**config.mk**
```make
export PLATFORM = sky130hd
export DESIGN_NAME = sys_output_deskew_flat
export DESIGN_NICKNAME = d
export VERILOG_FILES = /design/src/rtl/sys_output_deskew_if.sv /design/src/rtl/sys_output_deskew.sv /design/src/flat_wrapper.sv
export SDC_FILE = /design/constraint.sdc
export NUM_CORES = 1
export LEC_CHECK = 0
export ABC_AREA = 1
export CORE_MARGIN = 8
export CORE_UTILIZATION = 30
export DETAILED_ROUTE_END_ITERATION = 6
export PLACE_DENSITY_LB_ADDON = 0.3
export SYNTH_ARGS = -nofsm -noshare
export SYNTH_HDL_FRONTEND = slang
export SYNTH_SLANG_ARGS = --single-unit
```
**constraint.sdc**
```tcl
create_clock -name clk -period 2.4 [get_ports clk]
set_clock_uncertainty 0.1 [all_clocks]
set_input_delay 0.48 -clock clk [delete_from_list [all_inputs] [get_ports clk]]
set_output_delay 0.48 -clock clk [all_outputs]
set_load 0.02 [all_outputs]
```
**src/rtl/sys_output_deskew_if.sv**
```systemverilog
// Column-input / row-output bundle between the systolic array, the deskew
// block and the unified buffer write path.
interface sys_output_deskew_if #(
    parameter int unsigned DATA_WIDTH    = 16,
    parameter int unsigned ROW_CNT_WIDTH = 16
);
    logic [DATA_WIDTH-1:0]    col1_data_in;
    logic                     col1_valid_in;
    logic [DATA_WIDTH-1:0]    col2_data_in;
    logic                     col2_valid_in;
    logic [15:0]              col_size_in;
    logic                     col_size_valid_in;
    logic                     batch_start_in;
    logic [ROW_CNT_WIDTH-1:0] rows_expected_in;
    logic [DATA_WIDTH-1:0]    out_data_1;
    logic [DATA_WIDTH-1:0]    out_data_2;
    logic                     out_valid;
    logic                     out_ready;
    logic                     batch_busy;
    logic                     batch_done;
    logic                     overflow_err;
    logic                     align_err;

    modport slave (
        input  col1_data_in, col1_valid_in, col2_data_in, col2_valid_in,
        input  col_size_in, col_size_valid_in, batch_start_in, rows_expected_in,
        input  out_ready,
        output out_data_1, out_data_2, out_valid,
        output batch_busy, batch_done, overflow_err, align_err
    );

    modport master (
        output col1_data_in, col1_valid_in, col2_data_in, col2_valid_in,
        output col_size_in, col_size_valid_in, batch_start_in, rows_expected_in,
        output out_ready,
        input  out_data_1, out_data_2, out_valid,
        input  batch_busy, batch_done, overflow_err, align_err
    );
endinterface

```
**src/rtl/sys_output_deskew.sv**
```systemverilog
// Realigns the skewed systolic-array column outputs into row vectors, buffers
// them in a small FIFO and tracks batch completion and data-loss errors.
module sys_output_deskew #(
    parameter int unsigned DATA_WIDTH    = 16,
    parameter int unsigned FIFO_DEPTH    = 4,
    parameter int unsigned ROW_CNT_WIDTH = 16
) (
    input  logic               clk,
    input  logic               rst,
    sys_output_deskew_if.slave bus
);
    localparam int unsigned PTR_W = $clog2(FIFO_DEPTH);
    localparam int unsigned CNT_W = PTR_W + 1;

    typedef enum logic [1:0] {S_IDLE, S_COLLECT, S_DRAIN} state_t;

    logic [DATA_WIDTH-1:0]    r_d1_data;
    logic                     r_d1_valid;
    logic                     r_two_col;
    logic [DATA_WIDTH-1:0]    r_mem1 [FIFO_DEPTH];
    logic [DATA_WIDTH-1:0]    r_mem2 [FIFO_DEPTH];
    logic [PTR_W-1:0]         r_wr_ptr;
    logic [PTR_W-1:0]         r_rd_ptr;
    logic [CNT_W-1:0]         r_count;
    state_t                   r_state;
    logic [ROW_CNT_WIDTH-1:0] r_rows_remaining;
    logic [ROW_CNT_WIDTH-1:0] r_rows_pushed;
    logic                     r_busy;
    logic                     r_done;
    logic                     r_ovf;
    logic                     r_align;

    logic                     w_push;
    logic                     w_pop;
    logic                     w_full;
    logic                     w_accept;
    logic                     w_ovf_set;
    logic                     w_align_set;
    logic [DATA_WIDTH-1:0]    w_row2;
    logic [CNT_W-1:0]         w_count_nxt;

    // Column 2 lags column 1 by one cycle, so it pairs with the delayed column 1.
    assign w_push      = r_two_col ? (bus.col2_valid_in & r_d1_valid) : r_d1_valid;
    assign w_align_set = r_two_col & bus.col2_valid_in & ~r_d1_valid;
    assign w_row2      = r_two_col ? bus.col2_data_in : '0;
    assign w_full      = (r_count == CNT_W'(FIFO_DEPTH));
    assign w_pop       = bus.out_valid & bus.out_ready;
    assign w_accept    = w_push & (~w_full | w_pop);
    assign w_ovf_set   = w_push & w_full & ~w_pop;
    assign w_count_nxt = r_count + CNT_W'(w_accept) - CNT_W'(w_pop);

    assign bus.out_valid    = (r_count != '0);
    assign bus.out_data_1   = r_mem1[r_rd_ptr];
    assign bus.out_data_2   = r_mem2[r_rd_ptr];
    assign bus.batch_busy   = r_busy;
    assign bus.batch_done   = r_done;
    assign bus.overflow_err = r_ovf;
    assign bus.align_err    = r_align;

    // Deskew stage, column mode and row FIFO.
    always_ff @(posedge clk or negedge rst) begin
        if (!rst) begin
            r_d1_data  <= '0;
            r_d1_valid <= 1'b0;
            r_two_col  <= 1'b1;
            r_mem1     <= '{default: '0};
            r_mem2     <= '{default: '0};
            r_wr_ptr   <= '0;
            r_rd_ptr   <= '0;
            r_count    <= '0;
        end else begin
            r_d1_data  <= bus.col1_data_in;
            r_d1_valid <= bus.col1_valid_in;
            if (bus.col_size_valid_in) begin
                if (bus.col_size_in == 16'd1) begin
                    r_two_col <= 1'b0;
                end else if (bus.col_size_in != 16'd0) begin
                    r_two_col <= 1'b1;
                end
            end
            if (w_accept) begin
                r_mem1[r_wr_ptr] <= r_d1_data;
                r_mem2[r_wr_ptr] <= w_row2;
                r_wr_ptr         <= r_wr_ptr + PTR_W'(1);
            end
            if (w_pop) begin
                r_rd_ptr <= r_rd_ptr + PTR_W'(1);
            end
            r_count <= w_count_nxt;
        end
    end

    // Batch sequencing; completion waits for the last row to leave the FIFO.
    always_ff @(posedge clk or negedge rst) begin
        if (!rst) begin
            r_state          <= S_IDLE;
            r_rows_remaining <= '0;
            r_rows_pushed    <= '0;
            r_busy           <= 1'b0;
            r_done           <= 1'b0;
            r_ovf            <= 1'b0;
            r_align          <= 1'b0;
        end else begin
            r_done <= 1'b0;
            case (r_state)
                S_IDLE: begin
                    if (bus.batch_start_in) begin
                        r_rows_remaining <= bus.rows_expected_in;
                        r_rows_pushed    <= '0;
                        r_ovf            <= 1'b0;
                        r_align          <= 1'b0;
                        if (bus.rows_expected_in == '0) begin
                            r_done <= 1'b1;
                        end else begin
                            r_busy  <= 1'b1;
                            r_state <= S_COLLECT;
                        end
                    end
                end
                S_COLLECT: begin
                    if (w_push) begin
                        r_rows_remaining <= r_rows_remaining - ROW_CNT_WIDTH'(1);
                        r_rows_pushed    <= r_rows_pushed + ROW_CNT_WIDTH'(1);
                        if (r_rows_remaining == ROW_CNT_WIDTH'(1)) begin
                            if (w_count_nxt == '0) begin
                                r_done  <= 1'b1;
                                r_busy  <= 1'b0;
                                r_state <= S_IDLE;
                            end else begin
                                r_state <= S_DRAIN;
                            end
                        end
                    end
                end
                S_DRAIN: begin
                    if (w_count_nxt == '0) begin
                        r_done  <= 1'b1;
                        r_busy  <= 1'b0;
                        r_state <= S_IDLE;
                    end
                end
                default: begin
                    r_state <= S_IDLE;
                    r_busy  <= 1'b0;
                end
            endcase
            // A fresh error in the same cycle as a start still gets recorded.
            if (w_ovf_set) begin
                r_ovf <= 1'b1;
            end
            if (w_align_set) begin
                r_align <= 1'b1;
            end
        end
    end
endmodule

```
**src/flat_wrapper.sv**
```systemverilog
// flat-port wrapper written by rule: the top's interface ports become plain ports
module sys_output_deskew_flat 
#(
    parameter int unsigned DATA_WIDTH    = 16,
    parameter int unsigned FIFO_DEPTH    = 4,
    parameter int unsigned ROW_CNT_WIDTH = 16
)
  (clk, rst, bus_col1_data_in, bus_col1_valid_in, bus_col2_data_in, bus_col2_valid_in, bus_col_size_in, bus_col_size_valid_in, bus_batch_start_in, bus_rows_expected_in, bus_out_ready, bus_out_data_1, bus_out_data_2, bus_out_valid, bus_batch_busy, bus_batch_done, bus_overflow_err, bus_align_err);
  sys_output_deskew_if #(.DATA_WIDTH(DATA_WIDTH), .ROW_CNT_WIDTH(ROW_CNT_WIDTH)) bus_i ();
  input  logic clk;
  input  logic rst;
  input wire logic [$bits(bus_i.col1_data_in)-1:0] bus_col1_data_in;
  input wire logic [$bits(bus_i.col1_valid_in)-1:0] bus_col1_valid_in;
  input wire logic [$bits(bus_i.col2_data_in)-1:0] bus_col2_data_in;
  input wire logic [$bits(bus_i.col2_valid_in)-1:0] bus_col2_valid_in;
  input wire logic [$bits(bus_i.col_size_in)-1:0] bus_col_size_in;
  input wire logic [$bits(bus_i.col_size_valid_in)-1:0] bus_col_size_valid_in;
  input wire logic [$bits(bus_i.batch_start_in)-1:0] bus_batch_start_in;
  input wire logic [$bits(bus_i.rows_expected_in)-1:0] bus_rows_expected_in;
  input wire logic [$bits(bus_i.out_ready)-1:0] bus_out_ready;
  output wire logic [$bits(bus_i.out_data_1)-1:0] bus_out_data_1;
  output wire logic [$bits(bus_i.out_data_2)-1:0] bus_out_data_2;
  output wire logic [$bits(bus_i.out_valid)-1:0] bus_out_valid;
  output wire logic [$bits(bus_i.batch_busy)-1:0] bus_batch_busy;
  output wire logic [$bits(bus_i.batch_done)-1:0] bus_batch_done;
  output wire logic [$bits(bus_i.overflow_err)-1:0] bus_overflow_err;
  output wire logic [$bits(bus_i.align_err)-1:0] bus_align_err;
  assign bus_i.col1_data_in = bus_col1_data_in;
  assign bus_i.col1_valid_in = bus_col1_valid_in;
  assign bus_i.col2_data_in = bus_col2_data_in;
  assign bus_i.col2_valid_in = bus_col2_valid_in;
  assign bus_i.col_size_in = bus_col_size_in;
  assign bus_i.col_size_valid_in = bus_col_size_valid_in;
  assign bus_i.batch_start_in = bus_batch_start_in;
  assign bus_i.rows_expected_in = bus_rows_expected_in;
  assign bus_i.out_ready = bus_out_ready;
  assign bus_out_data_1 = bus_i.out_data_1;
  assign bus_out_data_2 = bus_i.out_data_2;
  assign bus_out_valid = bus_i.out_valid;
  assign bus_batch_busy = bus_i.batch_busy;
  assign bus_batch_done = bus_i.batch_done;
  assign bus_overflow_err = bus_i.overflow_err;
  assign bus_align_err = bus_i.align_err;
  sys_output_deskew #(.DATA_WIDTH(DATA_WIDTH), .FIFO_DEPTH(FIFO_DEPTH), .ROW_CNT_WIDTH(ROW_CNT_WIDTH)) u_core (.clk(clk), .rst(rst), .bus(bus_i));
endmodule
```
# --- Word-level counts from Yosys, hierarchy flattened ---
# Cells that the tools add are included.
totals:
  elab_cells: 109
  memories: 0
  inputBits: 71
  latch_bits: 0
  romBits: 0
  mem_bits_rw: 0
  ff_bits: 175
  out_inout_bits: 37
op_classes:
  order_cmp: 3
  add_sub_neg: 5
  muxes: 40
  eq_ne: 10
  n_div: 0
  shift: 0
  n_mul: 0
  n_bitwise: 13
  reduce_logical: 18
ops:
  columns: ["cell", "n"]
  rows:
  - ["64-bit bitwise mux", 2]
  - ["16-bit 2-to-1 mux", 8]
  - ["16-bit binary-select mux with 2-bit select", 2]
  - ["16-bit demux with 2-bit select", 1]
  - ["16-bit by 1-bit equality test with 1-bit output (second input constant)", 2]
  - ["16-bit one-hot mux with 2 select lines", 1]
  - ["1-bit 2-to-1 mux", 17]
  - ["16-bit logical NOT", 1]
  - ["16-bit nonzero test", 1]
  - ["16-bit by 1-bit subtractor with 16-bit output (second input constant)", 1]
  - ["2-bit 2-to-1 mux", 6]
  - ["2-bit nonzero test", 6]
  - ["1-bit AND", 7]
  - ["3-bit >= comparator (second input constant)", 2]
  - ["2-bit by 1-bit inequality test with 1-bit output (second input constant)", 3]
  - ["2-bit inverter with 3-bit output", 2]
  - ["1-bit one-hot mux with 3 select lines", 2]
  - ["2-bit one-hot mux with 3 select lines", 1]
  - ["2-bit AND reduction", 3]
  - ["5-bit AND reduction", 1]
  - ["2-bit by 1-bit adder with 2-bit output (second input constant)", 2]
  - ["2-bit inequality test (second input constant)", 2]
  - ["4-bit AND reduction", 1]
  - ["3-bit by 1-bit adder with 3-bit output", 1]
  - ["other kinds (12)", 14]

# --- Depth between registers and ports, before layout ---
logic_depth:
  ltp_word: 11
  mapped_depth: 14
  ltp_nobuf: 14

# --- Worst setup path after synthesis ---
# OpenSTA, ideal clock, no wires.
synth_timing:
  path_kind: "input -> register"
  start: "input bus_out_ready"
  end: "register u_core.r_state[0]"
  stages: 14
  setup_slack_ps: -32
  setup_ps: 117
  n_path_buf: 0
  required_time_ps: 2183
  t_arrival_ps: 2216
  path_cell_list: "inv_1 a21oi_1 ha_1 inv_1 ha_1 inv_1 fa_1 inv_1 nor2_1 nand3_1 nand2_1 nand4_1 nand2_1 nand2_1"
synth_between:
  elab_chain_cells: 8
synth_rtl:
  columns: ["item", "line_no", "source"]
  rows:
  - ["from (decl)", "flat_wrapper.sv:20", "input wire logic [$bits(bus_i.out_ready)-1:0] bus_out_ready;"]
  - ["1-bit AND *", "sys_output_deskew.sv:47", "assign w_pop = bus.out_valid & bus.out_ready;"]
  - ["named net u_core.w_pop", "sys_output_deskew.sv:34", "logic w_pop;"]
  - ["1-bit OR", "sys_output_deskew.sv:48", "assign w_accept = w_push & (~w_full | w_pop);"]
  - ["1-bit AND", "sys_output_deskew.sv:48", null]
  - ["3-bit by 1-bit adder with 3-bit output", "sys_output_deskew.sv:50", "assign w_count_nxt = r_count + CNT_W'(w_accept) - CNT_W'(w_pop);"]
  - ["3-bit by 1-bit subtractor with 3-bit output *", "sys_output_deskew.sv:50", null]
  - ["named net u_core.w_count_nxt[1]", "sys_output_deskew.sv:40", "logic [CNT_W-1:0] w_count_nxt;"]
  - ["3-bit logical NOT *", "sys_output_deskew.sv:136", "if (w_count_nxt == '0) begin"]
  - ["2-bit by 1-bit inequality test with 1-bit output (no source line) *", null, null]
  - ["5-bit AND reduction (no source line) *", null, null]
  - ["to (signal assigned)", "sys_output_deskew.sv:130", "r_state <= S_DRAIN;"]
  - ["to (signal assigned)", "sys_output_deskew.sv:139", "r_state <= S_IDLE;"]
  - ["to (signal assigned)", "sys_output_deskew.sv:143", "r_state <= S_IDLE;"]
  - ["to (decl)", "sys_output_deskew.sv:25", "state_t r_state;"]
# Mark *: on every way through the listed nets, which the timed path passes. The rest lies on a longest branch.
# A chain may end at the register's enable or synchronous reset.

# --- Worst setup path in the final report ---
layout_timing:
  start: "register u_core.r_count[0]"
  end: "register u_core.r_state[1]"
layout_between:
  elab_chain_cells: 11
  word_cells_on_any_way: 15
  cone_classes: "add/sub (2); eq/ne (2); mux (4); bitwise (4); reduce/logical (3)"
layout_rtl:
  columns: ["item", "line_no", "source"]
  rows:
  - ["from (decl)", "sys_output_deskew.sv:24", "logic [CNT_W-1:0] r_count;"]
  - ["from (signal assigned)", "sys_output_deskew.sv:89", "r_count <= w_count_nxt;"]
  - ["3-bit nonzero test *", "sys_output_deskew.sv:52", "assign bus.out_valid = (r_count != '0);"]
  - ["1-bit AND *", "sys_output_deskew.sv:47", null]
  - ["named net u_core.w_pop", "sys_output_deskew.sv:34", null]
  - ["1-bit OR", "sys_output_deskew.sv:48", null]
  - ["1-bit AND", "sys_output_deskew.sv:48", null]
  - ["3-bit by 1-bit adder with 3-bit output", "sys_output_deskew.sv:50", null]
  - ["3-bit by 1-bit subtractor with 3-bit output *", "sys_output_deskew.sv:50", null]
  - ["named net u_core.w_count_nxt[1]", "sys_output_deskew.sv:40", null]
  - ["3-bit logical NOT *", "sys_output_deskew.sv:125, sys_output_deskew.sv:136", null]
  - ["2-bit 2-to-1 mux", "sys_output_deskew.sv:125", "if (w_count_nxt == '0) begin"]
  - ["2-bit 2-to-1 mux", "sys_output_deskew.sv:124", "if (r_rows_remaining == ROW_CNT_WIDTH'(1)) begin"]
  - ["2-bit 2-to-1 mux", "sys_output_deskew.sv:121", "if (w_push) begin"]
  - ["2-bit one-hot mux with 3 select lines", "sys_output_deskew.sv:105", "case (r_state)"]
  - ["to (signal assigned)", "sys_output_deskew.sv:116", "r_state <= S_COLLECT;"]
  - ["to (signal assigned)", "sys_output_deskew.sv:128", "r_state <= S_IDLE;"]
  - ["to (signal assigned)", "sys_output_deskew.sv:130", null]
# Mark *: on every way through the listed nets, which the timed path passes. The rest lies on a longest branch. The select of a mux whose other input is x is not followed.

==> impl_summary.log <==
[metrics] status: complete, but fails checks
[metrics] failing checks: setup timing
[metrics] post-detailed-route wirelength per cell: 15.3 um
[metrics] Post-route DRC: 0
[metrics] combined buffer and inverter count along the critical path: 3
[metrics] number of distinct library cells after synthesis: 37
[metrics] leading area contributor after synthesis: dfrtp_1
[metrics] I/O Buffers: 107
[metrics] RSZ-0062 raised after global routing: yes
[metrics] CTS Buffer Depth: 2
[metrics] total power per unit cell area: 1390 nW/um2
[metrics] initial core utilization: 30.3%
[metrics] final setup slack of the worst path: -0.0117 ns
[metrics] Finished Cell Area: 11000 um2
[metrics] count of state elements after synthesis: 175
[metrics] hold slack final: 0.378 ns
[metrics] crit path capture type: register
[metrics] via count of the first global-routing pass: 6719
[metrics] area fraction of the dominant cell type after synthesis: 52.0%
[metrics] total overflow reported by the global router: 0
[metrics] actual slew at the worst max-slew pin: 0.553 ns
[metrics] Cell Chain, Critical Path: nor2_2, a21oi_2, ha_1, inv_1, ha_1, inv_1, fa_1, inv_2, nor2_2, nand3_2, nand2_2, nand4_1, nand2_1, nand2_1
[metrics] fin util: 39.7%
[metrics] critical path class: reg2reg
[metrics] Static Leak: 4.75 nW
[metrics] clock tree from TritonCTS: done
[metrics] cell family with most CP delay: adder cells
[metrics] synthesized-area fraction occupied by ao, oa, aoi and oai cells: 14.6%
[metrics] Synth Net Count: 961
[metrics] pin count of the biggest net entering global routing: 58
[metrics] Die Footprint: 33500 um2
[metrics] synthesized-area fraction occupied by adder cells: 2.03%
[metrics] number of gates on the worst path with buffers counted: 14
[metrics] number of cells in the design after placement: 1379
[metrics] number of antenna diodes: 0
[metrics] nets@finish: 1112
[metrics] Area Growth Syn to Fin: 31.0%
[metrics] CP arrival: 2.64 ns
[metrics] count of warnings emitted by yosys: 0
[metrics] Post-Place Cell Area: 10300 um2
[metrics] largest driver fanout on the critical path: 4
[metrics] Final Hold Violating Endpoints: 0
[metrics] Hold Startpoint: bus_col1_data_in[3]
[metrics] biggest area contributors in the synthesized netlist: dfrtp_1, nand2_1, mux2_2
[metrics] Detailed Place HPWL: 14.7 mm
[metrics] global placer's final weighted congestion: 0.789
[metrics] combinational family with the most area after synthesis: simple AND/OR/NAND/NOR gates
[metrics] Iteration-0 DRC Markers: 288
[metrics] launch instance of the worst register-to-register path: u_core.r_count[0]
[metrics] fraction of the yosys area taken by sequential cells: 52.4%
[metrics] highest attainable clock frequency: 415 MHz
[metrics] num ports: 108
[metrics] number of cells on the worst hold path: 1
[metrics] Worst Path Required: 2.62 ns
[metrics] relative slew slack: 63.1%
[metrics] final number of setup-violating endpoints: 2
[metrics] die width: 183 um
[metrics] synthesized netlist cell count: 877
[metrics] xor/xnor share of the synthesized area: 0.419%
[metrics] post-synthesis instance area: 8370 um2
[metrics] non-filler cells, final: 1419
[metrics] reg-to-reg critical path endpoint: u_core.r_state[1]
[metrics] most used flip-flop cell after synthesis: dfrtp_1
[metrics] first-pass iteration count of the detailed router: 5
[metrics] final antenna-violating net count: 0
[metrics] register-to-register setup slack: -0.01 ns
[metrics] DR vias: 6582
[metrics] total detailed-routing wirelength: 21.8 mm
[metrics] stage delay of the slowest cell on the critical path: 0.49 ns
[metrics] fraction of layout instances using a drive strength above 1: 21.1%
[metrics] area of the core: 27600 um2
[metrics] most used standard cells in the synthesized netlist: dfrtp_1, nand2_1, nor2_1
[metrics] min-delay worst type: in2reg
[metrics] multiplexer share of the synthesized area: 8.62%
[metrics] number of enable-type register cells in the synthesized netlist: 0
[metrics] capture endpoint of the worst hold path: u_core.r_d1_data[3]
[metrics] fill count: 2769
[metrics] die height: 183 um
[metrics] via density per instance: 4.64
[metrics] clock-pin slew reported for the worst setup and hold paths after clock tree synthesis: 0.08 ns
[metrics] H-tree levels: 4
[metrics] count of maximum capacitance violations: 0
[metrics] fraction of the cycle the final worst path needs: 100%
[metrics] async set-or-reset flop fraction in the synthesized netlist: 100%
[metrics] total clock buffers created by CTS: 17
[metrics] fin crit period: 2.41 ns
[metrics] # rows: 61
[metrics] area fraction in and, or, nand and nor cells after synthesis: 15.7%
[metrics] worst ir drop on vdd: 0.509 mV
[metrics] GRT Overall Usage: 13.0%
[metrics] logic depth of the worst register-to-register path: 14
[metrics] initial antenna violation count: 0
[metrics] syn_area_per_cell: 9.54 um2
[metrics] first-pass GRT wire length: 34.8 mm
[metrics] fin. max-slew vios: 0
[metrics] source-to-sink clock delay at the later pin of the worst-skew pair: 0.44 ns
[metrics] clk sinks: 175
[metrics] library cell with the highest instance count after synthesis: dfrtp_1
[metrics] Clk Tree Root Cell: clkbuf_16
[metrics] Critical Path Start Type: register
[metrics] cell at the slowest stage of the critical path: fa_1
## logic make-up (layout without fill, tap and decap cells)
kind of cell | Yosys count | count (layout)
flip-flops | 175 | 175
multiplexers | 64 | 64
AO/OA/AOI/OAI | 199 | 199
adder cells (fa/ha/maj) | 13 | 13
AND/OR/NAND/NOR | 319 | 319
buffers and inverters | 103 | 267
XOR/XNOR | 4 | 4
## registers in the layout, summed over array words and instances, names as in the netlist
signal / flops
u_core.bus.align_err: 1
u_core.r_rd_ptr: 2
u_core.r_count: 3
u_core.bus.batch_busy: 1
u_core.r_state: 2
u_core.r_rows_remaining: 16
u_core.r_wr_ptr: 2
u_core.r_mem1: 64
u_core.r_d1_valid: 1
u_core.r_d1_data: 16
u_core.r_two_col: 1
u_core.bus.batch_done: 1
u_core.bus.overflow_err: 1
u_core.r_mem2: 64
## where the power goes
| part | total (W) | internal [W] | leakage (nW) | switching [W] |
|---|---|---|---|---|
| sequential | 0.00508 | 0.00431 | 2.05 | 0.000762 |
| clock | 0.00290 | 0.00159 | 0.296 | 0.00131 |
| combinational | 0.00729 | 0.00332 | 2.40 | 0.00397 |
| total | 0.0153 | 0.00923 | 4.75 | 0.00605 |
## layout make-up
cell class	instances	area, um2	area share (%)
flip-flops and latches	175	4380	40.0
multi-input cells	599	3500	31.9
repair buffers	179	1770	16.1
well taps	378	473	4.32
clock buffers	17	425	3.88
inverters	56	218	1.99
clock inverters	15	199	1.82
## worst register-to-register path, stage by stage (launching register included)
cell and delay, ns:
dfrtp_1 0.39, nor2_2 0.14, a21oi_2 0.08, ha_1 0.28, inv_1 0.06, ha_1 0.13, inv_1 0.05, fa_1 0.49
inv_2 0.04, nor2_2 0.11, nand3_2 0.12, nand2_2 0.09, nand4_1 0.10, nand2_1 0.10, nand2_1 0.05
## timing repair
action,4_1_cts,5_1_grt
gates resized for setup,103,50
hold endpoints to repair,48,0
pin swaps,4,7
buffers inserted,1,3
setup endpoints to repair,36,28
hold buffers,1,0
gates cloned,0,3
## stage by stage
step	setup WS, ns	setup TNS, ns	total power, W
final	-0.0117	-0.0130	0.0153
after global routing	-0.152	-0.562	0.0164
after CTS	-0.0286	-0.0701	0.0153
after detailed placement	-0.557	-2.15	0.0126
after global placement	-0.475	-1.83	0.0125
after floorplan	0.0324	0	0.00950
## layer usage
layer	global-route usage, %	wire, um	up-vias	share of wire, %
met4	4.16	274	0	1.3
met3	3.11	996	14	4.6
met2	21.3	10200	138	47
met1	16.6	10300	3212	47
li1	-	-	3218	-
met5	0	0	-	0
## cells in the final DEF, fill, tap and decap left out, types with 19 or more instances in the layout
cell,netlist,routed
dfrtp_1,174,173
nor2_1,110,109
o22ai_1,33,30
mux2_2,56,56
o21ai_0,83,75
o21a_1,64,64
buf_2,9,19
clkdlybuf4s50_1,0,72
clkbuf_16,0,20
inv_1,54,51
buf_4,2,53
nand2_1,170,169
## how the worst max path moves through the flow
| stage | start | to | slack, ns |
|---|---|---|---|
| 3_3_place_gp | bus_out_ready | u_core.r_state[1] | -0.47 |
| 2_1_floorplan | u_core.r_count[1] | u_core.r_state[0] | 0.03 |
| 4_1_cts | bus_out_ready | u_core.r_state[1] | -0.03 |
| 6_report | u_core.r_count[0] | u_core.r_state[1] | -0.01 |
| 5_1_grt | u_core.r_count[0] | u_core.r_state[1] | -0.15 |
| 3_5_place_dp | bus_out_ready | u_core.r_state[1] | -0.56 |
No activity file was read; power rests on OpenSTA's default activity.
